$ cat config.mk
export PLATFORM = sky130hd
export DESIGN_NAME = shift_stage
export DESIGN_NICKNAME = d
export VERILOG_FILES = /design/src/rtl/shift_pkg.sv /design/src/rtl/shifter.sv /design/src/rtl/skid_reg2.sv /design/src/rtl/shift_stage.sv
export SDC_FILE = /design/constraint.sdc
export NUM_CORES = 1
export LEC_CHECK = 0
export BUFFER_PORTS_ARGS = -buffer_cell sky130_fd_sc_hd__buf_2
export CAP_MARGIN = 15
export CORE_ASPECT_RATIO = 1.4
export CORE_MARGIN = 1
export CORE_UTILIZATION = 60
export DETAILED_ROUTE_END_ITERATION = 7
export GPL_TIMING_DRIVEN = 0
export PLACE_DENSITY = 0.82
export SLEW_MARGIN = 10
export SYNTH_ARGS = -nofsm -noshare
export SYNTH_HDL_FRONTEND = slang
export SYNTH_SLANG_ARGS = --single-unit
$ cat constraint.sdc
create_clock -name clk -period 4.1 [get_ports clk]
set_input_delay 0.205 -clock clk [delete_from_list [all_inputs] [get_ports clk]]
set_output_delay 0.205 -clock clk [all_outputs]
set_load 0.05 [all_outputs]
$ cat src/rtl/shift_pkg.sv
// Shared definitions for the shift execute stage: opcodes, shifter control
// decode and the output-skid state encoding.
package shift_pkg;

  localparam int unsigned OP_W = 3;

  localparam logic [OP_W-1:0] OP_LSL = 3'd0;
  localparam logic [OP_W-1:0] OP_LSR = 3'd1;
  localparam logic [OP_W-1:0] OP_ASR = 3'd2;
  localparam logic [OP_W-1:0] OP_ROL = 3'd3;
  localparam logic [OP_W-1:0] OP_ROR = 3'd4;

  typedef struct packed {
    logic rot;
    logic left;
    logic sign;
  } shift_ctrl_t;

  typedef enum logic [1:0] {
    ST_EMPTY = 2'd0,
    ST_ONE   = 2'd1,
    ST_TWO   = 2'd2
  } skid_state_t;

  function automatic logic op_is_legal(input logic [OP_W-1:0] op);
    return (op <= OP_ROR);
  endfunction

  // Illegal opcodes decode to a plain right shift; the stage overrides the result.
  function automatic shift_ctrl_t decode_op(input logic [OP_W-1:0] op);
    shift_ctrl_t c;
    c.rot  = 1'b0;
    c.left = 1'b0;
    c.sign = 1'b0;
    case (op)
      OP_LSL: c.left = 1'b1;
      OP_ASR: c.sign = 1'b1;
      OP_ROL: begin
        c.rot  = 1'b1;
        c.left = 1'b1;
      end
      OP_ROR: c.rot = 1'b1;
      default: ;
    endcase
    return c;
  endfunction

endpackage

$ cat src/rtl/shifter.sv
// Shared combinational barrel shifter: logical/arithmetic shifts and rotates
// selected by rot/left/sign.
module shifter #(
  parameter  int unsigned WIDTH = 8,
  localparam int unsigned SHW   = $clog2(WIDTH)
) (
  input  logic [WIDTH-1:0] a,
  input  logic [SHW-1:0]   b,
  input  logic             rot,
  input  logic             left,
  input  logic             sign,
  output logic [WIDTH-1:0] y
);

  logic [SHW-1:0]   w_inv_b;
  logic [WIDTH-1:0] w_rol;
  logic [WIDTH-1:0] w_ror;

  // WIDTH - b wraps to 0 when b == 0, so the OR below degenerates to a | a.
  assign w_inv_b = SHW'(WIDTH - int'(b));
  assign w_rol   = (a << b) | (a >> w_inv_b);
  assign w_ror   = (a >> b) | (a << w_inv_b);

  always_comb begin
    y = a >> b;
    if (rot) begin
      y = left ? w_rol : w_ror;
    end else if (left) begin
      y = a << b;
    end else if (sign) begin
      y = WIDTH'($signed(a) >>> b);
    end
  end

endmodule

$ cat src/rtl/skid_reg2.sv
// Generic two-entry valid/ready skid register; in_ready and out_valid come
// straight from flops so neither side sees a combinational path.
module skid_reg2
  import shift_pkg::*;
#(
  parameter int unsigned W = 8
) (
  input  logic         clk,
  input  logic         reset,
  input  logic         in_valid,
  output logic         in_ready,
  input  logic [W-1:0] in_data,
  output logic         out_valid,
  input  logic         out_ready,
  output logic [W-1:0] out_data
);

  skid_state_t r_state;
  skid_state_t w_state_nxt;
  logic [W-1:0] r_out;
  logic [W-1:0] w_out_nxt;
  logic [W-1:0] r_skid;
  logic [W-1:0] w_skid_nxt;
  logic         r_in_ready;
  logic         w_in_ready_nxt;
  logic         r_out_valid;
  logic         w_out_valid_nxt;
  logic         w_acc;
  logic         w_emit;

  assign w_acc  = in_valid && r_in_ready;
  assign w_emit = r_out_valid && out_ready;

  always_ff @(posedge clk or posedge reset) begin
    if (reset) begin
      r_state     <= ST_EMPTY;
      r_out       <= '0;
      r_skid      <= '0;
      r_in_ready  <= 1'b1;
      r_out_valid <= 1'b0;
    end else begin
      r_state     <= w_state_nxt;
      r_out       <= w_out_nxt;
      r_skid      <= w_skid_nxt;
      r_in_ready  <= w_in_ready_nxt;
      r_out_valid <= w_out_valid_nxt;
    end
  end

  always_comb begin
    w_state_nxt     = r_state;
    w_out_nxt       = r_out;
    w_skid_nxt      = r_skid;
    w_in_ready_nxt  = r_in_ready;
    w_out_valid_nxt = r_out_valid;
    case (r_state)
      ST_EMPTY: begin
        if (w_acc) begin
          w_out_nxt       = in_data;
          w_out_valid_nxt = 1'b1;
          w_state_nxt     = ST_ONE;
        end
      end
      ST_ONE: begin
        if (w_acc && w_emit) begin
          w_out_nxt = in_data;
        end else if (w_acc) begin
          // Consumer stalled: park the new result and close the input.
          w_skid_nxt     = in_data;
          w_in_ready_nxt = 1'b0;
          w_state_nxt    = ST_TWO;
        end else if (w_emit) begin
          w_out_valid_nxt = 1'b0;
          w_state_nxt     = ST_EMPTY;
        end
      end
      ST_TWO: begin
        if (w_emit) begin
          w_out_nxt      = r_skid;
          w_in_ready_nxt = 1'b1;
          w_state_nxt    = ST_ONE;
        end
      end
      default: begin
        w_state_nxt     = ST_EMPTY;
        w_in_ready_nxt  = 1'b1;
        w_out_valid_nxt = 1'b0;
      end
    endcase
  end

  assign in_ready  = r_in_ready;
  assign out_valid = r_out_valid;
  assign out_data  = r_out;

endmodule

$ cat src/rtl/shift_stage.sv
// Registered, handshaked shift execute stage: decodes the opcode for the shared
// shifter, computes carry/zero/negative/illegal and queues results in a skid.
module shift_stage
  import shift_pkg::*;
#(
  parameter  int unsigned WIDTH = 8,
  localparam int unsigned SHW   = $clog2(WIDTH)
) (
  input  logic             clk,
  input  logic             reset,
  input  logic             in_valid,
  output logic             in_ready,
  input  logic [OP_W-1:0]  in_op,
  input  logic [WIDTH-1:0] in_a,
  input  logic [SHW-1:0]   in_b,
  input  logic             in_carry,
  output logic             out_valid,
  input  logic             out_ready,
  output logic [WIDTH-1:0] out_res,
  output logic             out_carry,
  output logic             out_zero,
  output logic             out_neg,
  output logic             out_illegal
);

  localparam int unsigned PW = WIDTH + 4;

  shift_ctrl_t      w_ctrl;
  logic             w_legal;
  logic [WIDTH-1:0] w_shift_y;
  logic [WIDTH-1:0] w_res;
  logic             w_carry;
  logic [SHW-1:0]   w_lsl_idx;
  logic [SHW-1:0]   w_lsr_idx;
  logic [PW-1:0]    w_in_data;
  logic [PW-1:0]    w_out_data;

  assign w_ctrl  = decode_op(in_op);
  assign w_legal = op_is_legal(in_op);

  shifter #(.WIDTH(WIDTH)) u_shifter (
    .a    (in_a),
    .b    (in_b),
    .rot  (w_ctrl.rot),
    .left (w_ctrl.left),
    .sign (w_ctrl.sign),
    .y    (w_shift_y)
  );

  // Last bit shifted out: a[WIDTH-b] for left shifts, a[b-1] for right shifts.
  assign w_lsl_idx = SHW'(WIDTH - int'(in_b));
  assign w_lsr_idx = in_b - SHW'(1);

  always_comb begin
    w_res   = w_shift_y;
    w_carry = in_carry;
    if (!w_legal) begin
      w_res = in_a;
    end else if (in_b != '0) begin
      case (in_op)
        OP_LSL:         w_carry = in_a[w_lsl_idx];
        OP_LSR, OP_ASR: w_carry = in_a[w_lsr_idx];
        OP_ROL:         w_carry = w_res[0];
        OP_ROR:         w_carry = w_res[WIDTH-1];
        default: ;
      endcase
    end
  end

  assign w_in_data = {~w_legal, w_res[WIDTH-1], (w_res == '0), w_carry, w_res};

  skid_reg2 #(.W(PW)) u_skid (
    .clk       (clk),
    .reset     (reset),
    .in_valid  (in_valid),
    .in_ready  (in_ready),
    .in_data   (w_in_data),
    .out_valid (out_valid),
    .out_ready (out_ready),
    .out_data  (w_out_data)
  );

  assign out_illegal = w_out_data[WIDTH+3];
  assign out_neg     = w_out_data[WIDTH+2];
  assign out_zero    = w_out_data[WIDTH+1];
  assign out_carry   = w_out_data[WIDTH];
  assign out_res     = w_out_data[WIDTH-1:0];

endmodule

==> results.py <==
metrics = {
    "outcome": {
        "status": "completed",
    },
    "run": {
        "cap_violations": 0,
    },
    "final_layout": {
        "register_area_um2": 652,
        "antenna_cells": 0,
        "multi_input_area_mm2": 0.00189,
        "final_cell_mix": "44 x buf_2, 38 x nand2_1, 28 x nor2_1",
        "fin_area_mm2": 0.00306,
        "drive_above_1_share_pct": 21.8,
        "fillerInstances": 382,
        "fin_nets": 384,
        "area_growth_pct": 10.1,
        "fin_util_pct": 70.3,
        "final_common_cell": "buf_2",
    },
    "grt": {
        "gr-total-overflow": 0,
        "grt_pass1_vias": 2645,
        "antenna_found_initial": 0,
        "grt_max_degree": 27,
        "grt_pass1_wl_um": 13300,
        "grt.total_usage_pct": 36.9,
    },
    "worst_setup_path": {
        "path_class": "in2reg",
        "cp_max_fo": 10,
        "cp-start-kind": "input port",
        "required_ns": 4.29,
        "endpoint_kind": "flop",
        "worstPathArrival_ns": 3.85,
        "ff2ff_path_depth": 5,
    },
    "die": {
        "die_h_um": 82.5,
        "initial_core_util_pct": 63.9,
        "io_pins": 33,
        "row_count": 28,
        "die_w_um": 59.5,
        "core_mm2": 0.00434,
        "dieArea_mm2": 0.00491,
    },
    "clocking": {
        "cts-root-buf": "clkbuf_8",
        "clkTransAtPathRegs_ns": 0.09,
        "post_cts_buffers": 0,
        "numCtsBuffers": 3,
        "cts_buffer_depth": 2,
        "htreeDepth": 1,
        "holdBufCountCts": 0,
        "clk-insertion-delay-late_ns": 0.27,
        "cts_tree": "yes",
        "cts_resized": 0,
        "cts.sink_count": 26,
    },
    "sta": {
        "finalSetupViolCount": 0,
        "hold_viol_final": 0,
        "clock.fmax_mhz": 273,
        "rsz0062_at_grt": "no",
        "worstMarginPinSlew_ns": 0.974,
        "finClkSkew_ns": 0.00226,
        "fin_crit_sh_pct": 89.2,
        "holdWs_ns": 0.148,
        "setup_tns_ns": 0,
        "slew_viol_final": 0,
        "maxSlewHeadroom_pct": 35.0,
        "layout_min_cycle_time_ns": 3.66,
    },
    "placement": {
        "place_hpwl_um": 6380,
        "placement.cell_area_mm2": 0.00300,
        "gp_congestion": 1.03,
        "io_buffers": 30,
    },
    "power": {
        "vdd_drop_max_v": 0.000146,
        "power_density_mw_per_mm2": 225,
        "p_leak_nw": 1.37,
    },
    "drt": {
        "vias_per_cell": 6.92,
        "drt_iter0_markers": 291,
        "drt-total-wl_um": 8530,
        "ant_nets": 0,
        "drt_pass1_iterations": 5,
        "wl_per_cell_um": 20.2,
        "vias": 2922,
        "drc": 0,
    },
    "synthesis": {
        "async_reset_ff_share_pct": 100,
        "synth.yosys.seq_area_share_pct": 23.5,
        "yosysWarningCount": 0,
        "synth-edff-count": 0,
        "ys_ff_latch": 26,
        "ys_types": 65,
        "ys.flop_type": "dfrtp_1",
        "synthCells": 328,
        "synth.net_count": 349,
        "syn_area_mm2": 0.00278,
        "syn_area_per_cell_um2": 8.46,
    },
    "worst_hold_path": {
        "hp-class": "in2async",
    },
}
-- final timing paths --
path	from	endpoint	slack, ns
max	in_b[1]	u_skid.out_data[9]	0.44
min	reset	u_skid.r_skid[2]	0.15
max reg2reg	u_skid.in_ready	u_skid.r_skid[1]	2.19
min reg2reg	u_skid.out_data[3]	u_skid.out_data[3]	0.49
max in group asynchronous	reset	u_skid.r_skid[3]	3.36
min in group clk	out_ready	u_skid.out_valid	0.25
-- logic make-up after synthesis --
logic type      synth area share [%]
fa+ha+maj                      0.902
buf+inv                         8.43
compound gates                  24.0
simple gates                    20.3
xor+xnor                       0.947
mux                             21.9
flops                           23.5
-- layer usage --
metal / wire [µm] / global-route usage [%] / part of all wire (%) / vias to the layer above
li1: - / - / - / 1306
met1: 3020 / 40.7 / 35 / 1350
met2: 4140 / 65.2 / 48 / 200
met3: 671 / 3.89 / 7.9 / 66
met4: 705 / 25.7 / 8.3 / 0
met5: 0 / 0 / 0 / -
-- per-stage QoR --
stage	setup WS (ns)	power, mW	cells
global route	0.397	0.721	422
floorplan	0.966	0.450	328
finish	0.442	0.687	422
global placement	0.322	0.517	418
CTS	0.541	0.678	422
detailed placement	0.263	0.518	418
-- area by class of cell --
type | instances | share of cell area [%]
Clock buffer | 4 | 1.80
Sequential cell | 26 | 21.3
Timing Repair Buffer | 30 | 4.91
Multi-Input combinational cell | 258 | 61.8
Tap cell | 60 | 2.46
Buffer | 36 | 6.67
Inverter | 8 | 0.983
-- Yosys cell counts, types with 2 or more instances --
library cell	count	area share, %
nand2_1	38	5.1
buf_1	2	0.27
o221ai_2	2	1.1
nand2b_1	8	1.8
nor2_1	28	3.8
a21boi_0	2	0.54
a31oi_1	10	2.3
o21ai_0	12	2.2
o21ai_1	2	0.36
a2111oi_0	3	0.95
a311o_1	3	1.1
nand4bb_1	2	0.81
mux4_2	6	4.9
nand3_1	8	1.4
nor2b_1	5	1.1
inv_1	6	0.81
clkbuf_1	15	2.0
nor3_1	6	1.1
mux2_2	9	3.7
o221ai_1	3	0.95
nand3b_1	4	1.1
xnor2_1	2	0.63
ha_1	2	0.90
o32ai_1	4	1.3
o22ai_1	4	0.90
mux2_4	2	1.1
buf_12	2	1.4
buf_6	2	0.81
clkinv_1	2	0.27
mux2i_1	24	8.7
mux4_1	3	2.8
nor4_1	2	0.45
o21a_1	4	1.1
buf_2	14	2.5
a22oi_1	3	0.81
o31ai_1	3	0.81
a21oi_1	21	3.8
dfrtp_1	25	23
o311ai_0	2	0.63
nor3b_1	3	0.81
o211ai_1	6	1.6
-- critical path: stages --
cell and delay [ns]:
buf_2 0.15, buf_2 0.27, buf_2 0.30, inv_1 0.18, ha_1 0.22, ha_1 0.27, buf_2 0.26, mux2i_1 0.35
mux4_2 0.30, nand3_1 0.08, and3_4 0.22, a311o_1 0.32, or4b_4 0.55, o221ai_2 0.16
-- registers in the layout, indices dropped and copies added, names as in the netlist --
| signal | count |
|---|---|
| u_skid.out_data | 11 |
| u_skid.r_skid | 11 |
| u_skid.r_state | 2 |
| u_skid.in_ready | 1 |
| u_skid.out_valid | 1 |
-- power by group --
| part | internal, mW | switching (mW) | leakage (nW) |
|---|---|---|---|
| sequential | 0.256 | 0 | 0.355 |
| clock | 0.0858 | 0.0775 | 0.0288 |
| combinational | 0.105 | 0.163 | 0.984 |
| total | 0.447 | 0.240 | 1.37 |
No activity file was read; power rests on OpenSTA's default activity.
